## src/rtl/fu_issue_sched.sv

```systemverilog
// Issue scheduler for one add/sub unit and one mul/div unit sharing a single CDB.
// Define FU_SCHED_RR_EN for round-robin issue selection; otherwise the lowest index wins.
module fu_issue_sched #(
    parameter int LAT_ADD = 2,
    parameter int LAT_MUL = 4,
    parameter int LAT_DIV = 6
) (
    input  logic        clk1,
    input  logic        rst,
    input  logic [3:0]  rs_ready,
    input  logic [15:0] rs_func,
    input  logic [11:0] rs_rob,
    output logic        issue_valid,
    output logic [1:0]  issue_idx,
    output logic [3:0]  issue_func,
    output logic [2:0]  issue_rob,
    output logic        add_busy,
    output logic        md_busy,
    output logic        cdb_valid,
    output logic [2:0]  cdb_rob,
    output logic        cdb_unit
);
    typedef enum logic [1:0] {IDLE, EXEC, DONE} unit_state_t;

    // Unit 0 is add/sub, unit 1 is mul/div.
    unit_state_t state_reg [2];
    unit_state_t state_next [2];
    logic [3:0]  cnt_reg [2];
    logic [3:0]  cnt_next [2];
    logic [2:0]  rob_reg [2];
    logic [2:0]  rob_next [2];
    logic [1:0]  unit_issue;
    logic [3:0]  unit_lat [2];
    logic [1:0]  grant;

    logic [3:0] elig;
    logic [1:0] ptr;
    logic       sel_found;
    logic [1:0] sel_idx;

    genvar gi;
    generate
        for (gi = 0; gi < 4; gi++) begin : g_entry
            logic [3:0] func;
            logic       is_add;
            logic       is_md;
            assign func   = rs_func[4*gi +: 4];
            assign is_add = (func[3:1] == 3'b000);
            assign is_md  = (func[3:1] == 3'b001);
            assign elig[gi] = rs_ready[gi] &&
                              ((is_add && state_reg[0] == IDLE) || (is_md && state_reg[1] == IDLE));
        end
    endgenerate

    always_comb begin
        logic [1:0] cand;
        sel_found = 1'b0;
        sel_idx   = 2'd0;
        cand      = 2'd0;
        for (int k = 0; k < 4; k++) begin
            cand = ptr + 2'(k);
            if (!sel_found && elig[cand]) begin
                sel_found = 1'b1;
                sel_idx   = cand;
            end
        end
    end

    always_comb begin
        issue_valid = sel_found && !rst;
        issue_idx   = 2'd0;
        issue_func  = 4'd0;
        issue_rob   = 3'd0;
        if (issue_valid) begin
            issue_idx  = sel_idx;
            issue_func = rs_func[4*sel_idx +: 4];
            issue_rob  = rs_rob[3*sel_idx +: 3];
        end
    end

`ifdef FU_SCHED_RR_EN
    logic [1:0] ptr_reg;
    always_ff @(posedge clk1) begin
        if (rst)
            ptr_reg <= 2'd0;
        else if (issue_valid)
            ptr_reg <= issue_idx + 2'd1;
    end
    assign ptr = ptr_reg;
`else
    assign ptr = 2'd0;
`endif

    assign unit_issue[0] = issue_valid && (issue_func[3:1] == 3'b000);
    assign unit_issue[1] = issue_valid && (issue_func[3:1] == 3'b001);
    assign unit_lat[0]   = 4'(LAT_ADD);
    assign unit_lat[1]   = issue_func[0] ? 4'(LAT_DIV) : 4'(LAT_MUL);

    // Mul/div has CDB priority; a losing add/sub result simply stays in DONE.
    assign grant[1] = (state_reg[1] == DONE);
    assign grant[0] = (state_reg[0] == DONE) && (state_reg[1] != DONE);

    generate
        for (gi = 0; gi < 2; gi++) begin : g_unit
            always_ff @(posedge clk1) begin
                if (rst) begin
                    state_reg[gi] <= IDLE;
                    cnt_reg[gi]   <= 4'd0;
                    rob_reg[gi]   <= 3'd0;
                end else begin
                    state_reg[gi] <= state_next[gi];
                    cnt_reg[gi]   <= cnt_next[gi];
                    rob_reg[gi]   <= rob_next[gi];
                end
            end

            always_comb begin
                state_next[gi] = state_reg[gi];
                cnt_next[gi]   = cnt_reg[gi];
                rob_next[gi]   = rob_reg[gi];
                case (state_reg[gi])
                    IDLE: if (unit_issue[gi]) begin
                        state_next[gi] = EXEC;
                        cnt_next[gi]   = unit_lat[gi];
                        rob_next[gi]   = issue_rob;
                    end
                    EXEC: begin
                        cnt_next[gi] = cnt_reg[gi] - 4'd1;
                        if (cnt_reg[gi] <= 4'd1) begin
                            state_next[gi] = DONE;
                            cnt_next[gi]   = 4'd0;
                        end
                    end
                    DONE: if (grant[gi]) state_next[gi] = IDLE;
                    default: state_next[gi] = IDLE;
                endcase
            end
        end
    endgenerate

    assign add_busy  = (state_reg[0] != IDLE);
    assign md_busy   = (state_reg[1] != IDLE);
    assign cdb_valid = grant[0] | grant[1];
    assign cdb_unit  = grant[1];
    assign cdb_rob   = grant[1] ? rob_reg[1] : (grant[0] ? rob_reg[0] : 3'd0);
endmodule

```

## config.mk

```make
export PLATFORM = sky130hd
export DESIGN_NAME = fu_issue_sched
export DESIGN_NICKNAME = d
export VERILOG_FILES = /design/src/rtl/fu_issue_sched.sv
export SDC_FILE = /design/constraint.sdc
export NUM_CORES = 1
export LEC_CHECK = 0
export CORE_UTILIZATION = 48
export DETAILED_ROUTE_END_ITERATION = 10
export PLACE_DENSITY = 0.86
export SLEW_MARGIN = 30
export SYNTH_ARGS = -nofsm -noshare
export SYNTH_HDL_FRONTEND = slang
export SYNTH_SLANG_ARGS = --single-unit
```

## constraint.sdc

```tcl
create_clock -name clk1 -period 11.3 [get_ports clk1]
set_clock_uncertainty 0.05 [all_clocks]
set_input_delay 3.39 -clock clk1 [delete_from_list [all_inputs] [get_ports clk1]]
set_output_delay 3.39 -clock clk1 [all_outputs]
set_load 0.03 [all_outputs]
```

After elaboration in Yosys (flattened, before gate mapping)
Memories as Yosys holds them, arrays and structs flattened.
Cells that the tools add are included.
- register bits: 0
- RAM bits: 18
- input bits: 34
- output and inout bits: 17
- word-level logic and storage cells: 102
- memories: 3
- memories (name ; words ; bits a word ; rd ports ; clocked after Yosys merged registers in ; wr ports ; line ; RTL):
    cnt_reg ; 2 ; 4 ; 2 ; 0 ; 2 ; 28 ; logic [3:0] cnt_reg [2];
    rob_reg ; 2 ; 3 ; 2 ; 0 ; 2 ; 30 ; logic [2:0] rob_reg [2];
    state_reg ; 2 ; 2 ; 2 ; 0 ; 2 ; 26 ; unit_state_t state_reg [2];
- $add $sub $neg: 2
- multiply operators: 1
- order comparisons: 2
- equal/unequal tests: 10
- shift operators: 2
- mux-type cells: 39
- bitwise operators: 7
- reduce and logical (&&, ||, !) cells: 36
- operators with widths (operator ; count):
    2-to-1 mux 4 bit ; 7
    2-to-1 mux 3 bit ; 9
    2-to-1 mux 2 bit ; 11
    logical AND 1 bit ; 19
    case mux 4 bit (2 select lines) ; 2
    variable part select 16 x 5 -> 4 bit ; 1
    equality test 3 x 1 -> 1 bit, second input constant ; 5
    zero test 3 bit ; 5
    variable part select 12 x 5 -> 3 bit ; 1
    <= comparator 4 x 1 -> 1 bit, second input constant ; 2
    2-to-1 mux 1 bit ; 8
    subtractor 4 x 1 -> 4 bit, second input constant ; 2
    bitwise OR 1 bit ; 7
    case mux 2 bit (3 select lines) ; 1
    equality test 2 x 1 -> 1 bit, second input constant ; 2
    equality test 2 bit, second input constant ; 2
    zero test 1 bit ; 4
    zero test 2 bit ; 2
    logical OR 1 bit ; 4
    multiplier 2 x 2 -> 4 bit, first input constant ; 1
    case mux 2 bit (2 select lines) ; 1
    nonzero test 2 bit ; 2
    inequality test 2 bit, second input constant ; 1

Depth between registers and ports, before layout
Gate-level depths: netlist of run 1.
An unclocked memory read counts as a cell.
- depth after elaboration: 22
- depth in mapped cells: 10
- gate-level depth less buffers: 8

Worst setup path after synthesis of run 1
Ideal clock, no wire load.
- path kind: in2out
- start: input port rs_func[6]
- end: output port issue_rob[0]
- data arrival time: 5.125 ns
- setup slack: 2.735 ns
- stages: 7
- path buffers: 0
- cell sequence: or4b_4 a2bb2oi_2 nand2_2 a21oi_4 mux2i_1 mux2_2 nor2_1
- longest elaborated chain between the ends: 15
- RTL lines (what ; line ; RTL):
    from (decl) ; 11 ; input logic [15:0] rs_func,
    equality test 3 x 1 -> 1 bit / zero test 3 bit (equally long branches) ; 49, 48 ;
    logical AND 1 bit ; 51 ; ((is_add && state_reg[0] == IDLE) || (is_md && state_reg[1] == IDLE));
    logical OR 1 bit (*) ; 51 ;
    logical AND 1 bit (*) ; 50 ; assign elig[gi] = rs_ready[gi] &&
    logical AND 1 bit (*) ; 62 ; if (!sel_found && elig[cand]) begin
    2-to-1 mux 1 bit ; 62 ;
    zero test 1 bit ; 62 ;
    logical AND 1 bit ; 62 ;
    2-to-1 mux 1 bit ; 62 ;
    zero test 1 bit ; 62 ;
    logical AND 1 bit ; 62 ;
    2-to-1 mux 2 bit ; 62 ;
    multiplier 2 x 2 -> 4 bit ; 77 ; issue_rob = rs_rob[3*sel_idx +: 3];
    variable part select 12 x 5 -> 3 bit ; 77 ;
    2-to-1 mux 3 bit (*) ; 74 ; if (issue_valid) begin
    to (decl) ; 16 ; output logic [2:0] issue_rob,
Mark *: on every way between the ends. The rest lies on a longest branch, timed or not.

Final worst setup path of run 1
- start: input port rs_ready[2]
- end: output port issue_func[1]
- longest elaborated chain between the ends: 8
- RTL lines (what ; line ; RTL):
    from (decl) ; 10 ; input logic [3:0] rs_ready,
    logical AND 1 bit (*) ; 50 ;
    logical AND 1 bit (*) ; 62 ;
    2-to-1 mux 1 bit ; 62 ;
    zero test 1 bit ; 62 ;
    logical AND 1 bit ; 62 ;
    2-to-1 mux 2 bit / 2-to-1 mux 1 bit (equally long branches) ; 62 ;
    variable part select 16 x 5 -> 4 bit / logical AND 1 bit (equally long branches) ; 76, 70 ;
    2-to-1 mux 4 bit (*) ; 74 ;
    to (decl) ; 15 ; output logic [3:0] issue_func,
Marked as above.

==> impl_metrics.json, run 1 <==
{
  "status": "completed",
  "synthesis.instances": 169,
  "placement.io_buffers": 48,
  "largest_reg_flops": 8,
  "io_pins": 51,
  "cp_common_cell": "clkdlybuf4s50_1",
  "cts.htree.levels": 1,
  "capturing_point_of_the_worst_reg2reg_path": "cnt_reg[0][1]",
  "vias": 1380,
  "antenna-diode-count": 0,
  "synth_top_area_cell": "dfxtp_1",
  "timing.critical_path.slowest_stage_cell": "clkdlybuf4s50_1",
  "synth_top_flop_cell": "dfxtp_1",
  "pwr_density_cell_nw_per_um2": 91.4,
  "grt_pass1_vias": 1367,
  "die_y_um": 55.5,
  "ant_nets": 0,
  "num-nets-final": 250,
  "fmax_mhz": 104,
  "1st_pass_router_iterations": 4,
  "antenna_found_initial": 0,
  "gp_congestion": 0.822,
  "crit_end": "issue_func[1]",
  "cpPeakStageDelay_ns": 0.67,
  "detail_route.drc_violations": 0,
  "area_added_between_synthesis_and_finish_pct": 35.3,
  "die_area_um2": 3090,
  "max_slew_headroom_pct": 52.2,
  "cp_launch_point": "rs_ready[2]",
  "grt.total_usage_pct": 22.6,
  "unrepaired_setup_endpoints_after_global_routing": "no",
  "synthesis.area_um2": 1380,
  "worstPathCellList": "clkdlybuf4s50_1, or3b_1, o311a_1, a211oi_2, o221ai_2, or2_2, inv_1, clkdlybuf4s50_1",
  "ffs_w_async_s_r_synth_pct": 0,
  "buffers_inserted_by_post_cts_timing_repair": 0,
  "post_route_cells_drive_above_1_share_pct": 9.00,
  "fin_ws_ns": 1.71,
  "worst_slew_pin_slew_ns": 0.714,
  "gr-total-overflow": 0,
  "route.layer.met1.wl_um": 1350,
  "clock_insertion_delay_at_the_later_pin_of_the_skew_report_ns": 0.30,
  "fin_crit_ns": 9.59,
  "start_util_pct": 50.3,
  "start_kind": "primary input",
  "post_synth_main_area_contributors": "dfxtp_1, mux2i_1, nor2_1, nor3b_1, ha_1",
  "timing.setup.critical_path_class": "in2out",
  "worst_hold_path_type": "reg2reg",
  "cts.sinks": 18,
  "post_cts_resize_count": 0,
  "total_power_uw": 170,
  "top_layer": "met4",
  "dp_worst_setup_slack_ns": 1.70,
  "grt_start_max_net_pins": 23,
  "layout_cells_excl_fill": 242,
  "r2r_cells": 6,
  "timing.critical_path.fanout_max": 9,
  "worstPathArrival_ns": 6.15,
  "drt-total-wl_um": 3320,
  "cts.root.buffer_cell": "clkbuf_4",
  "finalSetupViolations": 0,
  "cts_max_path_buffers": 2,
  "layout.filler_cells": 242,
  "worst_ep_required_time_ns": 7.86,
  "numCtsBuffers": 3,
  "rrSetupSlack_ns": 8.78,
  "final-seq-area_um2": 360,
  "timing_hold_violations_final": 0,
  "clock_tree_from_tritoncts": "yes",
  "grt_first_pass_wirelength_um": 5710,
  "maximum_ir_drop_on_the_vdd_rail_v": 0.000125,
  "number_of_cell_rows": 19,
  "post_drt_wl_per_cell_um": 13.7,
  "postSynthAreaPerCell_um2": 8.14,
  "vias_per_cell": 5.70,
  "timing.final.max_slew_violations": 0,
  "drv_cap": 0,
  "synth_largest_type_area_fraction_pct": 26.2,
  "fin_setup_tns_ns": 0,
  "multi_input_area_um2": 901,
  "detail_route.iter0.violations": 47,
  "critPathCaptureType": "primary output",
  "core_area_um2": 2730,
  "wl_met2_um": 1750,
  "crit-reg2reg-launch": "state_reg[0][1]",
  "met3_length_um": 190,
  "power.static_leakage_uw": 0.000701,
  "layout_worst_path_cycle_share_pct": 84.9,
  "share_of_the_yosys_chip_area_belonging_to_registers_pct": 26.2,
  "yosys.cell_types.count": 44,
  "chipWidth_um": 55.5,
  "dp_hpwl_um": 2650,
  "clk_pin_slew_worst_paths_ns": 0.10,
  "placed_cells": 238,
  "cts_hold_buffers": 0,
  "yosys_warnings": 0,
  "synth-edff-count": 0,
  "ys_seq_elements": 18
}
## critical path: cells and delay by family
kind	cells	cell delay, ns
buffers and inverters	3	1.19
AND/OR/NAND/NOR	2	0.76
AO/OA/AOI/OAI	3	0.82
## routing by layer
layer / GRT usage [%] / up-vias
met4: 5.71 / 0
met1: 25.5 / 626
li1: - / 685
met3: 4.45 / 4
met2: 42.9 / 65
met5: 0 / -
## Yosys cell counts (3+ instances only)
library cell  number
mux2_2             4
nand3b_1           6
dfxtp_1           18
nor2_1            18
a31oi_1            5
mux2i_1            8
a21oi_1            9
nor2b_1            4
nor3_1             8
buf_6              3
o21ai_0            7
nor3b_1            8
clkbuf_1           4
nand2_1            7
ha_1               4
inv_1             12
a22o_1             3
o21ai_1            3
nand2b_1           5
## power by group
| part | leakage (uW) | internal [uW] | switching, uW |
|---|---|---|---|
| Combinational | 0.000533 | 29.2 | 30.4 |
| Clock | 0.0000210 | 19.6 | 19.9 |
| Sequential | 0.000146 | 67.4 | 3.68 |
| Total | 0.000701 | 116 | 54.0 |
## final cells by class
type                    instances  share of cell area [%]
multi-input cells             129                    48.4
well taps                      31                    2.08
inverters                      12                    2.42
repair buffers                 48                    25.8
clock buffers                   4                    1.95
flip-flops and latches         18                    19.4
## how the worst min path moves through the flow
stage | from | end | slack (ns) | depth (start not counted)
2_1_floorplan | rob_reg[0][0] | rob_reg[0][0] | 0.40 | 2
5_1_grt | rob_reg[0][0] | rob_reg[0][0] | 0.48 | 2
3_3_place_gp | rob_reg[0][1] | rob_reg[0][1] | 0.42 | 2
6_report | rob_reg[0][0] | rob_reg[0][0] | 0.45 | 2
4_1_cts | rob_reg[0][0] | rob_reg[0][0] | 0.44 | 2
3_5_place_dp | rob_reg[0][0] | rob_reg[0][0] | 0.43 | 2
## cells by family (layout without fill, tap and decap cells)
logic type      count (synthesis)  in the layout  synth area share (%)
compound gates                 42             42                  23.6
simple gates                   69             69                  28.5
flops                          18             18                  26.2
other cells                     1              2                 0.272
mux                            12             12                  9.09
buf+inv                        23             64                  8.64
fa+ha+maj                       4              4                  3.64
## layout by cell type (no fill, tap or decap), types with 6 or more instances in the layout
| cell type | synthesis | routed |
|---|---|---|
| clkdlybuf4s50_1 | 0 | 48 |
| nor2_1 | 18 | 18 |
| dfxtp_1 | 18 | 18 |
| inv_1 | 12 | 12 |
| a21oi_1 | 9 | 9 |
| nor3b_1 | 8 | 8 |
| nor3_1 | 8 | 8 |
| mux2i_1 | 8 | 8 |
| o21ai_0 | 7 | 7 |
| nand2_1 | 7 | 7 |
| nand3b_1 | 6 | 6 |
## stage by stage
step | utilization [%] | hold slack, ns | cell area [um2]
2_1_floorplan | - | 0.403 | 1380
3_3_place_gp | 66.8 | 0.422 | 1830
3_5_place_dp | 66.8 | 0.428 | 1830
4_1_cts | 68.1 | 0.444 | 1860
5_1_grt | 68.1 | 0.480 | 1860
6_report | 68.1 | 0.445 | 1860
(Power assumes the default switching activity.)
==> run 2: changes to the inputs <==
--- a/config.mk
+++ b/config.mk
@@ -5,9 +5,9 @@
 export SDC_FILE = /design/constraint.sdc
 export NUM_CORES = 1
 export LEC_CHECK = 0
-export CORE_UTILIZATION = 48
+export CORE_UTILIZATION = 44
 export DETAILED_ROUTE_END_ITERATION = 10
-export PLACE_DENSITY = 0.86
+export PLACE_DENSITY = 0.8
 export SLEW_MARGIN = 30
 export SYNTH_ARGS = -nofsm -noshare
 export SYNTH_HDL_FRONTEND = slang
==> constraint.sdc (replaced) <==
create_clock -name clk1 -period 9.2 [get_ports clk1]
set_clock_uncertainty 0.05 [all_clocks]
set_input_delay 2.76 -clock clk1 [delete_from_list [all_inputs] [get_ports clk1]]
set_output_delay 2.76 -clock clk1 [all_outputs]
set_load 0.03 [all_outputs]
==> impl_metrics.json, run 2 (synthesis results as in run 1) <==
{
  "post_cts_resize_count": 0,
  "timing.setup.critical_path_class": "in2out",
  "seqPwrFrac_pct": 41.7,
  "die_area_um2": 3360,
  "timing.critical_path.slowest_stage_cell": "clkdlybuf4s50_1",
  "fin_setup_tns_ns": 0,
  "net-switching-power_uw": 66.3,
  "critPathCaptureType": "primary output",
  "cts_max_path_buffers": 2,
  "largest_reg_flops": 8,
  "numCtsBuffers": 3,
  "grt_start_max_net_pins": 23,
  "comb_power_share_pct": 34.6,
  "p_clk_share_pct": 23.8,
  "detail_route.iter0.violations": 61,
  "maximum_ir_drop_on_the_vdd_rail_v": 0.000109,
  "number_of_cell_rows": 19,
  "path_buf_inv": 3,
  "dp_hpwl_um": 2560,
  "drt-total-wl_um": 3260,
  "cp_common_cell": "clkdlybuf4s50_1",
  "ant_nets": 0,
  "worst_path_dominant_cell_family": "buffers and inverters",
  "buffers_inserted_by_post_cts_timing_repair": 0,
  "area_added_between_synthesis_and_finish_pct": 35.3,
  "hold_ws_ns": 0.441,
  "core_area_um2": 2850,
  "cts.root.buffer_cell": "clkbuf_4",
  "dp_worst_setup_slack_ns": 0.835,
  "clk_pin_slew_worst_paths_ns": 0.10,
  "gp_congestion": 0.820,
  "detail_route.drc_violations": 2,
  "fmax_mhz": 120,
  "clock_insertion_delay_at_the_later_pin_of_the_skew_report_ns": 0.30,
  "grt_pass1_vias": 1219,
  "start_util_pct": 48.2,
  "worst_slew_pin_slew_ns": 0.760,
  "layout.cells.most_common_list": "clkdlybuf4s50_1, nor2_1, dfxtp_1",
  "grt_first_pass_wirelength_um": 5220,
  "finalSetupViolations": 0,
  "start_kind": "primary input",
  "layout.filler_cells": 253,
  "logic_depth_of_the_worst_path_buffers_included": 8,
  "clock_tree_from_tritoncts": "yes",
  "violations": "design-rule violations",
  "worstPathCellList": "clkdlybuf4s50_1, or3b_1, o311a_1, a211oi_2, o221ai_2, or2_2, inv_1, clkdlybuf4s50_1",
  "worstPathArrival_ns": 5.55,
  "fin_crit_ns": 8.36,
  "worst_ep_required_time_ns": 6.39,
  "layout_worst_path_cycle_share_pct": 90.8,
  "status": "complete, but fails checks",
  "vias_per_cell": 5.64,
  "power.switching_fraction_pct": 31.7,
  "timing_hold_violations_final": 0,
  "antenna-diode-count": 0,
  "cellInternalPower_uw": 143,
  "r2r_cells": 6,
  "num-nets-final": 250,
  "final_common_cell": "clkdlybuf4s50_1",
  "vias": 1364,
  "cpPeakStageDelay_ns": 0.66,
  "cts_hold_buffers": 0,
  "min_path_cells": 2,
  "worst_hold_path_type": "reg2reg",
  "placed_cells": 238,
  "1st_pass_router_iterations": 7,
  "cts.sinks": 18,
  "fin_ws_ns": 0.843,
  "grt.total_usage_pct": 19.8,
  "max_slew_headroom_pct": 49.2,
  "post_route_cells_drive_above_1_share_pct": 9.00,
  "chipWidth_um": 57.9,
  "unrepaired_setup_endpoints_after_global_routing": "no",
  "post_drt_wl_per_cell_um": 13.5,
  "io_pins": 51,
  "antenna_found_initial": 0,
  "placement.io_buffers": 48,
  "power.static_leakage_uw": 0.000701,
  "gr-total-overflow": 0,
  "die_y_um": 57.9,
  "drv_cap": 0,
  "layout_cells_excl_fill": 242,
  "timing.critical_path.fanout_max": 9,
  "timing.final.max_slew_violations": 0,
  "cts.htree.levels": 1,
  "pwr_density_cell_nw_per_um2": 112
}
==> run 2: power by group through the flow <==
stage	combinational, uW	sequential (uW)	clock (uW)
final	72.2	87.0	49.7
after global routing	78.3	87.7	53.9
after CTS	72.4	87.0	51.0
after detailed placement	72.1	88.8	0
after global placement	70.3	88.5	0
after floorplan	48.2	86.7	0
==> run 2: worst paths after layout <==
check	slack, ns	from	to
max	0.84	rs_ready[2]	issue_func[1]
max reg2reg	6.66	state_reg[1][0]	cnt_reg[0][1]
min reg2reg	0.44	rob_reg[0][0]	rob_reg[0][0]
min	0.44	rob_reg[0][0]	rob_reg[0][0]
==> run 2: worst min-delay path: stages (launching register included) <==
cell,delay (ns)
dfxtp_1,0.32
nand3b_1,0.07
o21ai_1,0.06
==> run 2: area by class of cell <==
class / count / area, um2 / area share, %
multi-input combinational: 129 / 901 / 48.4
tap: 31 / 38.8 / 2.08
sequential: 18 / 360 / 19.4
timing repair buffer: 48 / 480 / 25.8
clock buffer: 4 / 36.3 / 1.95
inverter: 12 / 45.0 / 2.42
==> run 2: per-stage QoR <==
step / util, % / power (uW) / cell area (um2)
floorplan: - / 135 / 1380
global placement: 64.0 / 159 / 1830
detailed placement: 64.0 / 161 / 1830
CTS: 65.3 / 210 / 1860
global route: 65.3 / 220 / 1860
finish: 65.3 / 209 / 1860
==> run 2: metal layers <==
layer / up-vias / routed length [um] / global-route usage, %
met3: 10 / 180 / 5.13
met1: 618 / 1410 / 24.0
met2: 46 / 1600 / 34.8
met5: - / 0 / 0
met4: 0 / 67 / 5.10
li1: 690 / - / -
